### config.mk
export PLATFORM = sky130hd
export DESIGN_NAME = receiver_flat
export DESIGN_NICKNAME = d
export VERILOG_FILES = /design/src/rtl/link_pkg.sv /design/src/rtl/receiver_if.sv /design/src/rtl/rx_hold_buf.sv /design/src/rtl/receiver.sv /design/src/flat_wrapper.sv
export SDC_FILE = /design/constraint.sdc
export NUM_CORES = 1
export LEC_CHECK = 0
export ABC_AREA = 1
export CORE_MARGIN = 2
export CORE_UTILIZATION = 50
export DETAILED_ROUTE_END_ITERATION = 6
export MAX_ROUTING_LAYER = met4
export PLACE_DENSITY = 0.75
export SLEW_MARGIN = 20
export SYNTH_ARGS = -nofsm -noshare
export SYNTH_HDL_FRONTEND = slang
export SYNTH_HIERARCHICAL = 1
export SYNTH_SLANG_ARGS = --single-unit
### constraint.sdc
create_clock -name Clk_S -period 2.2 [get_ports Clk_S]
set_input_delay 0.66 -clock Clk_S [delete_from_list [all_inputs] [get_ports Clk_S]]
set_output_delay 0.66 -clock Clk_S [all_outputs]
set_load 0.02 [all_outputs]
### src/rtl/link_pkg.sv
// Shared definitions for the serial router link: payload width, framing bits
// and the receive FSM state encoding used by transmitter and receiver.
package link_pkg;

    localparam int LINK_WIDTH = 55;
    localparam int CNT_W      = 6;

    localparam logic IDLE_BIT  = 1'b0;
    localparam logic START_BIT = 1'b1;
    localparam logic STOP_BIT  = 1'b0;

    typedef enum logic [1:0] {
        IDLE  = 2'd0,
        SHIFT = 2'd1,
        STOP  = 2'd2,
        FLUSH = 2'd3
    } rx_state_t;

endpackage

### src/rtl/receiver_if.sv
// Parallel side of the receive stage: payload word, valid/ready handshake and
// the two error pulses.
interface receiver_if #(
    parameter int WIDTH = link_pkg::LINK_WIDTH
);
    // A word moves on every rising clock edge where RX_Data_Valid && RX_Ready.
    // The producer holds RX_Data stable while valid and not yet accepted;
    // valid never depends combinationally on ready.
    logic [WIDTH-1:0] RX_Data;
    logic             RX_Data_Valid;
    logic             RX_Ready;
    logic             RX_Overrun;
    logic             RX_Frame_Err;

    modport master (
        output RX_Data,
        output RX_Data_Valid,
        output RX_Overrun,
        output RX_Frame_Err,
        input  RX_Ready
    );

    modport slave (
        input  RX_Data,
        input  RX_Data_Valid,
        input  RX_Overrun,
        input  RX_Frame_Err,
        output RX_Ready
    );
endinterface

### src/rtl/rx_hold_buf.sv
// Single-entry valid/ready holding register. A load that arrives while full
// and not draining is dropped and reported as a one-cycle overrun pulse.
module rx_hold_buf #(
    parameter int WIDTH = link_pkg::LINK_WIDTH
) (
    input  logic             clk,
    input  logic             rst,
    input  logic             load,
    input  logic [WIDTH-1:0] load_data,
    input  logic             ready,
    output logic [WIDTH-1:0] data,
    output logic             valid,
    output logic             overrun
);

    always_ff @(posedge clk or posedge rst) begin
        if (rst) begin
            data    <= '0;
            valid   <= 1'b0;
            overrun <= 1'b0;
        end else begin
            overrun <= 1'b0;
            if (valid && ready) begin
                valid <= 1'b0;
            end
            // A slot freed by this cycle's transfer can be refilled at once.
            if (load) begin
                if (!valid || ready) begin
                    data  <= load_data;
                    valid <= 1'b1;
                end else begin
                    overrun <= 1'b1;
                end
            end
        end
    end

endmodule

### src/rtl/receiver.sv
// Serial-to-parallel receive stage: deframes start/payload/stop on S_Data and
// hands each good word to the holding register.
module receiver
    import link_pkg::*;
#(
    parameter int WIDTH = LINK_WIDTH
) (
    input  logic      Clk_S,
    input  logic      Rst,
    input  logic      S_Data,
    receiver_if.master rx,
    output rx_state_t dbg_state
);

    localparam logic [CNT_W-1:0] LAST_BIT = CNT_W'(WIDTH - 1);

    rx_state_t        state;
    rx_state_t        next_state;
    logic [CNT_W-1:0] count;
    logic [WIDTH-1:0] shreg;
    logic             start_det;
    logic             shift_en;
    logic             good_d;
    logic             err_d;
    logic             frame_good;
    logic             frame_err_q;
    logic             frame_err_out;

    assign dbg_state = state;

    always_ff @(posedge Clk_S or posedge Rst) begin
        if (Rst) begin
            state <= IDLE;
        end else begin
            state <= next_state;
        end
    end

    always_comb begin
        next_state = state;
        start_det  = 1'b0;
        shift_en   = 1'b0;
        good_d     = 1'b0;
        err_d      = 1'b0;
        case (state)
            IDLE: begin
                if (S_Data == START_BIT) begin
                    start_det  = 1'b1;
                    next_state = SHIFT;
                end
            end
            SHIFT: begin
                shift_en = 1'b1;
                if (count == LAST_BIT) begin
                    next_state = STOP;
                end
            end
            STOP: begin
                if (S_Data == STOP_BIT) begin
                    good_d     = 1'b1;
                    next_state = IDLE;
                end else begin
                    err_d      = 1'b1;
                    next_state = FLUSH;
                end
            end
            FLUSH: begin
                // A line stuck high must fall before a new start bit counts.
                if (S_Data == IDLE_BIT) begin
                    next_state = IDLE;
                end
            end
            default: next_state = IDLE;
        endcase
    end

    always_ff @(posedge Clk_S or posedge Rst) begin
        if (Rst) begin
            count         <= '0;
            shreg         <= '0;
            frame_good    <= 1'b0;
            frame_err_q   <= 1'b0;
            frame_err_out <= 1'b0;
        end else begin
            if (start_det) begin
                count <= '0;
                shreg <= '0;
            end else if (shift_en) begin
                shreg[count] <= S_Data;
                if (count != LAST_BIT) begin
                    count <= count + 1'b1;
                end
            end
            frame_good    <= good_d;
            frame_err_q   <= err_d;
            frame_err_out <= frame_err_q;
        end
    end

    // shreg still holds the finished word on the load edge even if a new start
    // bit clears it at that same edge.
    rx_hold_buf #(.WIDTH(WIDTH)) u_hold (
        .clk       (Clk_S),
        .rst       (Rst),
        .load      (frame_good),
        .load_data (shreg),
        .ready     (rx.RX_Ready),
        .data      (rx.RX_Data),
        .valid     (rx.RX_Data_Valid),
        .overrun   (rx.RX_Overrun)
    );

    assign rx.RX_Frame_Err = frame_err_out;

endmodule

### src/flat_wrapper.sv
// flat-port wrapper written by rule: the top's interface ports become plain ports
module receiver_flat import link_pkg::*;
#(
    parameter int WIDTH = LINK_WIDTH
)
  (Clk_S, Rst, S_Data, dbg_state, rx_RX_Data, rx_RX_Data_Valid, rx_RX_Overrun, rx_RX_Frame_Err, rx_RX_Ready);
  receiver_if #(.WIDTH(WIDTH)) rx_i ();
  input  logic Clk_S;
  input  logic Rst;
  input  logic S_Data;
  output rx_state_t dbg_state;
  output wire logic [$bits(rx_i.RX_Data)-1:0] rx_RX_Data;
  output wire logic [$bits(rx_i.RX_Data_Valid)-1:0] rx_RX_Data_Valid;
  output wire logic [$bits(rx_i.RX_Overrun)-1:0] rx_RX_Overrun;
  output wire logic [$bits(rx_i.RX_Frame_Err)-1:0] rx_RX_Frame_Err;
  input wire logic [$bits(rx_i.RX_Ready)-1:0] rx_RX_Ready;
  assign rx_RX_Data = rx_i.RX_Data;
  assign rx_RX_Data_Valid = rx_i.RX_Data_Valid;
  assign rx_RX_Overrun = rx_i.RX_Overrun;
  assign rx_RX_Frame_Err = rx_i.RX_Frame_Err;
  assign rx_i.RX_Ready = rx_RX_Ready;
  receiver #(.WIDTH(WIDTH)) u_core (.Clk_S(Clk_S), .Rst(Rst), .S_Data(S_Data), .rx(rx_i), .dbg_state(dbg_state));
endmodule
# == Yosys cells after proc, flatten, opt, wreduce, memory -nomap -nowiden ==
# Index checks and enable logic that the tools add are counted.
# totals
reg_bits,123
inputBits,4
out_inout_bits,60
word_cells,54
# op_classes
addsub,1
magnitude_cmp,2
n_eq_ne,8
mux,24
n_reduce_logical,10
# op_table
operator,count
$mux 55,2
$bwmux 55,1
$mux 6,3
$mux 1,12
$mux 2,4
$pmux 2 s4,1
$lt 6x7->1 const B,1
$add 6x1->6 const B,1
$demux 1 s6,1
$eq 6x6->1 const B,1
$ge 6x1->1 const B,1
$ne 6x6->1 const B,1
$eq 2x2->1 const B,2
$ne 2x2->1 const B,2
$reduce_and 2->1,2
$reduce_bool 2->1,2
$reduce_and 3->1,1
$eq 2x1->1 const B,1
$logic_and 1x1->1,2
$logic_not 2->1,1
$ne 2x1->1 const B,1
$logic_not 1->1,1
$logic_or 1x1->1,1

# == Logic depth before layout (Yosys ltp) ==
# depth
word_depth,7
ltp_mapped,8
ltp_nobuf,8

# == Hierarchy ==
# Netlist, hierarchy kept.
# by_module_without_submodules
module,n_inst,cells_each,area_per_inst_um2,seq_area_each_um2
receiver,1,444,3335.7,1651.6
rx_hold_buf,1,246,2253.4,1426.4

# == Least setup slack after synthesis ==
# OpenSTA, ideal clock, no wires.
# synth_path
path_type,input -> register
start,input port S_Data
end,register u_core.shreg[23]
setup_ns,0.116
arrival_time_ns,1.261
required_ns,2.084
path_slack_ns,0.823
path_stages,7
n_path_buf,2
path_cell_list,nand2_1 nand2_1 buf_6 buf_6 o21ai_1 nand2_1 nand2_1
# synth_between
elab_chain_len,3
elab_cells_between_ends,6
cone_classes,mux (5); reduce/logical (1)
# synth_rtl
element,line,source
start: declaration,flat_wrapper.sv:10,input logic S_Data;
$bwmux 55 / $mux 1 (equally long branches),"receiver.sv:89, receiver.sv:47",
$mux 55 / $mux 1 (equally long branches),"receiver.sv:88, receiver.sv:45",
$mux 55 / $reduce_bool 2->1 (equally long branches),-,
end signal: indexed assignment,receiver.sv:89,shreg[count] <= S_Data;
end: declaration,receiver.sv:20,logic [WIDTH-1:0] shreg;
# Parallel ways exist; a longest one is shown, timed or not. The select of a mux whose other input is x is not followed.
# A chain may end at the register's enable or synchronous reset.

# == Worst setup path after layout ==
# layout_path
start,register u_core.u_hold.data[40]
end,output port rx_RX_Data[40]
# layout_lines
element,line,source
start: declaration,rx_hold_buf.sv:11,"output logic [WIDTH-1:0] data,"
start signal: assignment,rx_hold_buf.sv:29,data <= load_data;
end: declaration,flat_wrapper.sv:12,output wire logic [$bits(rx_i.RX_Data)-1:0] rx_RX_Data;
# No word-level cell between the ends.

==> reports/results.ini <==
[synthesis]
synth_area_leader_cell = dfrtp_1
yosys_most_used_dff = dfrtp_1
syn_inst = 690
synth_edf_count = 0
synth-seq-cells = 123
synth_top_area_frac = 0.551
synthArstFlopShare = 1.00
synth.avg_cell_area_um2 = 8.10
syn_nets = 696
synth_common_cells = nand2_1, dfrtp_1, nand3_1
syn_area_um2 = 5590
synth_warnings = 6
yosysUniqueCellTypes = 25
synth_most_common_cell = nand2_1
synth_area_leaders = dfrtp_1, nand2_1, nand3_1, o21ai_1, nor2_1
ys_seq_area_frac = 0.551

[sta]
setup_viol = 0
layout_setup_ws_ns = 0.0533
tightest_slew_ns = 0.520
clock.fmax_ghz = 0.466
relSlewSlack = 0.653
period_minus_slack_ns = 2.15
fin_tns_setup_ns = 0
grt_setup_unrepaired = no
hold_viol = 0
slew_viol_final = 0
clock_skew_ns = 0.00989
finalCritPeriodShare = 0.976

[placement]
dpl_cell_area_um2 = 6330
gp_congestion = 0.894
dp_hpwl_um = 8370
io_buffers = 63
place_ws_ns = 0.145

[grt]
use_met3 = 0.0433
met1_usage = 0.291
grt_pass1_wl_um = 21800
first_global_vias = 4785
use_met2 = 0.394
grt_antenna_before_repair = 0
top_usage_layer = met2
grt_overflow = 0
grtUsageTotal = 0.242
grt_max_degree = 67

[die]
num_rows = 38
chipWidth_um = 110
start_util = 0.513
core_area_um2 = 10900
io_pins = 64
die_h_um = 110
die_area_um2 = 12000

[routing]
avgViaCountPerCell = 5.35
routed_wl_um = 13000
vias = 4826
initialDrtViolationCount = 397
wl_per_cell_um = 14.4
firstDrtPassIters = 5
post-route-drc-count = 0
antenna_left = 0

[worst_setup_path]
r2r_cells = 6
path_max_fanout = 2
crit_path_start_kind = flop
r2r_slack_ns = 0.57
reg2reg_from = u_core/count[2]
crit_family = buffers and inverters
worstPathArrival_ns = 1.49
critPathMaxStageDelay_ns = 0.61
cp-end-kind = output port
worstPathCellList = clkdlybuf4s50_1
crit_path_top_delay_cell = clkdlybuf4s50_1
cp.required_ns = 1.54
crit_buf_inv = 1
timing.rr.end = u_core/shreg[10]
critical_path_class = flop to output port

[clocking]
cts.sinks = 123
cts_buffer_depth = 2
root_buffer = clkbuf_8
cts_buffers = 17
cts_setup_buffers = 0
cts_tree = yes
path_clk_slew_ns = 0.05
ctsHoldBuffers = 0
clock_latency_ns = 0.52
post_cts_resized = 0
h-tree-depth = 4

[power_and_ir_drop]
power.total_uw = 7630
ir_worst_vdd_mv = 0.626
p_leak_uw = 0.00359
p_per_area_nw_per_um2 = 1110

[final_layout]
finalNetCount = 757
area_delta_synth_final_pct = 23.2
design_area_um2 = 6880
layout-drive-gt1-share = 0.0801
final_core_util = 0.632
diodes = 0

[min_path]
whs_path_depth = 0
hold_class = flop to flop
hp-start = u_core/frame_err_q
hold_end = u_core/rx.RX_Frame_Err

[status]
status = finished clean

[run]
maxCapViolations = 0

metrics by stage:
step                      std cells  hold WS, ns
final                           902        0.357
after detailed placement        872        0.350
after floorplan                 690        0.331
after global routing            902        0.365
after global placement          872        0.335
after CTS                       902        0.362
flip-flops by register name, indices dropped and copies added, names as in the netlist:
name	cells
u_core/frame_err_q	1
u_core/shreg	55
u_core/u_hold/overrun	1
u_core/frame_good	1
u_core/u_hold/valid	1
u_core/dbg_state	2
u_core/count	6
u_core/u_hold/data	55
u_core/rx.RX_Frame_Err	1
power breakdown:
group	internal, uW	switching (uW)	total, uW
Combinational	604	1290	1890
Clock	1620	923	2550
Sequential	2780	414	3190
Total	5010	2630	7630
cell usage in the layout, fill, tap and decap left out:
cell type / instances
o21ai_2: 4
bufinv_16: 1
dlymetal6s2s_1: 2
inv_2: 5
nor2_4: 1
nand4_1: 1
clkbuf_8: 6
clkbuf_16: 16
clkinvlp_4: 3
o21bai_1: 1
clkdlybuf4s50_1: 61
buf_4: 12
o21ai_1: 34
nor3_1: 2
nor2_1: 42
clkinv_2: 4
nand2_1: 293
nand3_2: 1
clkbuf_1: 1
dfrtp_1: 123
buf_12: 5
ha_1: 2
inv_1: 19
xor2_1: 1
o21ai_0: 26
nand2_2: 3
nand3_1: 93
layout make-up:
| cell class | count | area (um^2) |
|---|---|---|
| tap | 140 | 175 |
| fill | 948 | 4000 |
| clock buffer | 23 | 487 |
| clock inverter | 7 | 65.1 |
| timing repair buffer | 80 | 826 |
| sequential | 123 | 3080 |
| multi-input combinational | 504 | 2160 |
| inverter | 25 | 97.6 |
worst register-to-register path, stage by stage (launching register included):
cell and delay, ns:
dfrtp_1 0.49, inv_1 0.16, nand3_1 0.34, o21ai_0 0.34, nand2_1 0.09, nand2_1 0.07, nand2_1 0.04
worst max-delay path by stage:
stage	end	cells past startpoint	startpoint	slack (ns)
detailed placement	u_core/shreg[26]	7	S_Data	0.14
floorplan	u_core/u_hold/data[0]	1	Rst	0.14
finish	rx_RX_Data[40]	1	u_core/u_hold/data[40]	0.05
global route	rx_RX_Data[35]	1	u_core/u_hold/data[35]	0.003
CTS	rx_RX_Data[40]	1	u_core/u_hold/data[40]	0.02
global placement	u_core/shreg[24]	7	S_Data	0.18
cell families after synthesis:
logic type	share of synthesized area
DFF	0.551
and+or+nand+nor	0.318
adders and majority gates	0.00448
buffers and inverters	0.0636
xor gates and xnor gates	0.00157
AOI/OAI and AO/OA	0.0613
per-layer routing:
| metal | vias to the layer above | share of wire |
|---|---|---|
| met5 | - | 0 |
| met1 | 2308 | 0.44 |
| met2 | 163 | 0.49 |
| met4 | 0 | 0.015 |
| li1 | 2329 | - |
| met3 | 26 | 0.051 |
Power figures use the tool's default switching activity.
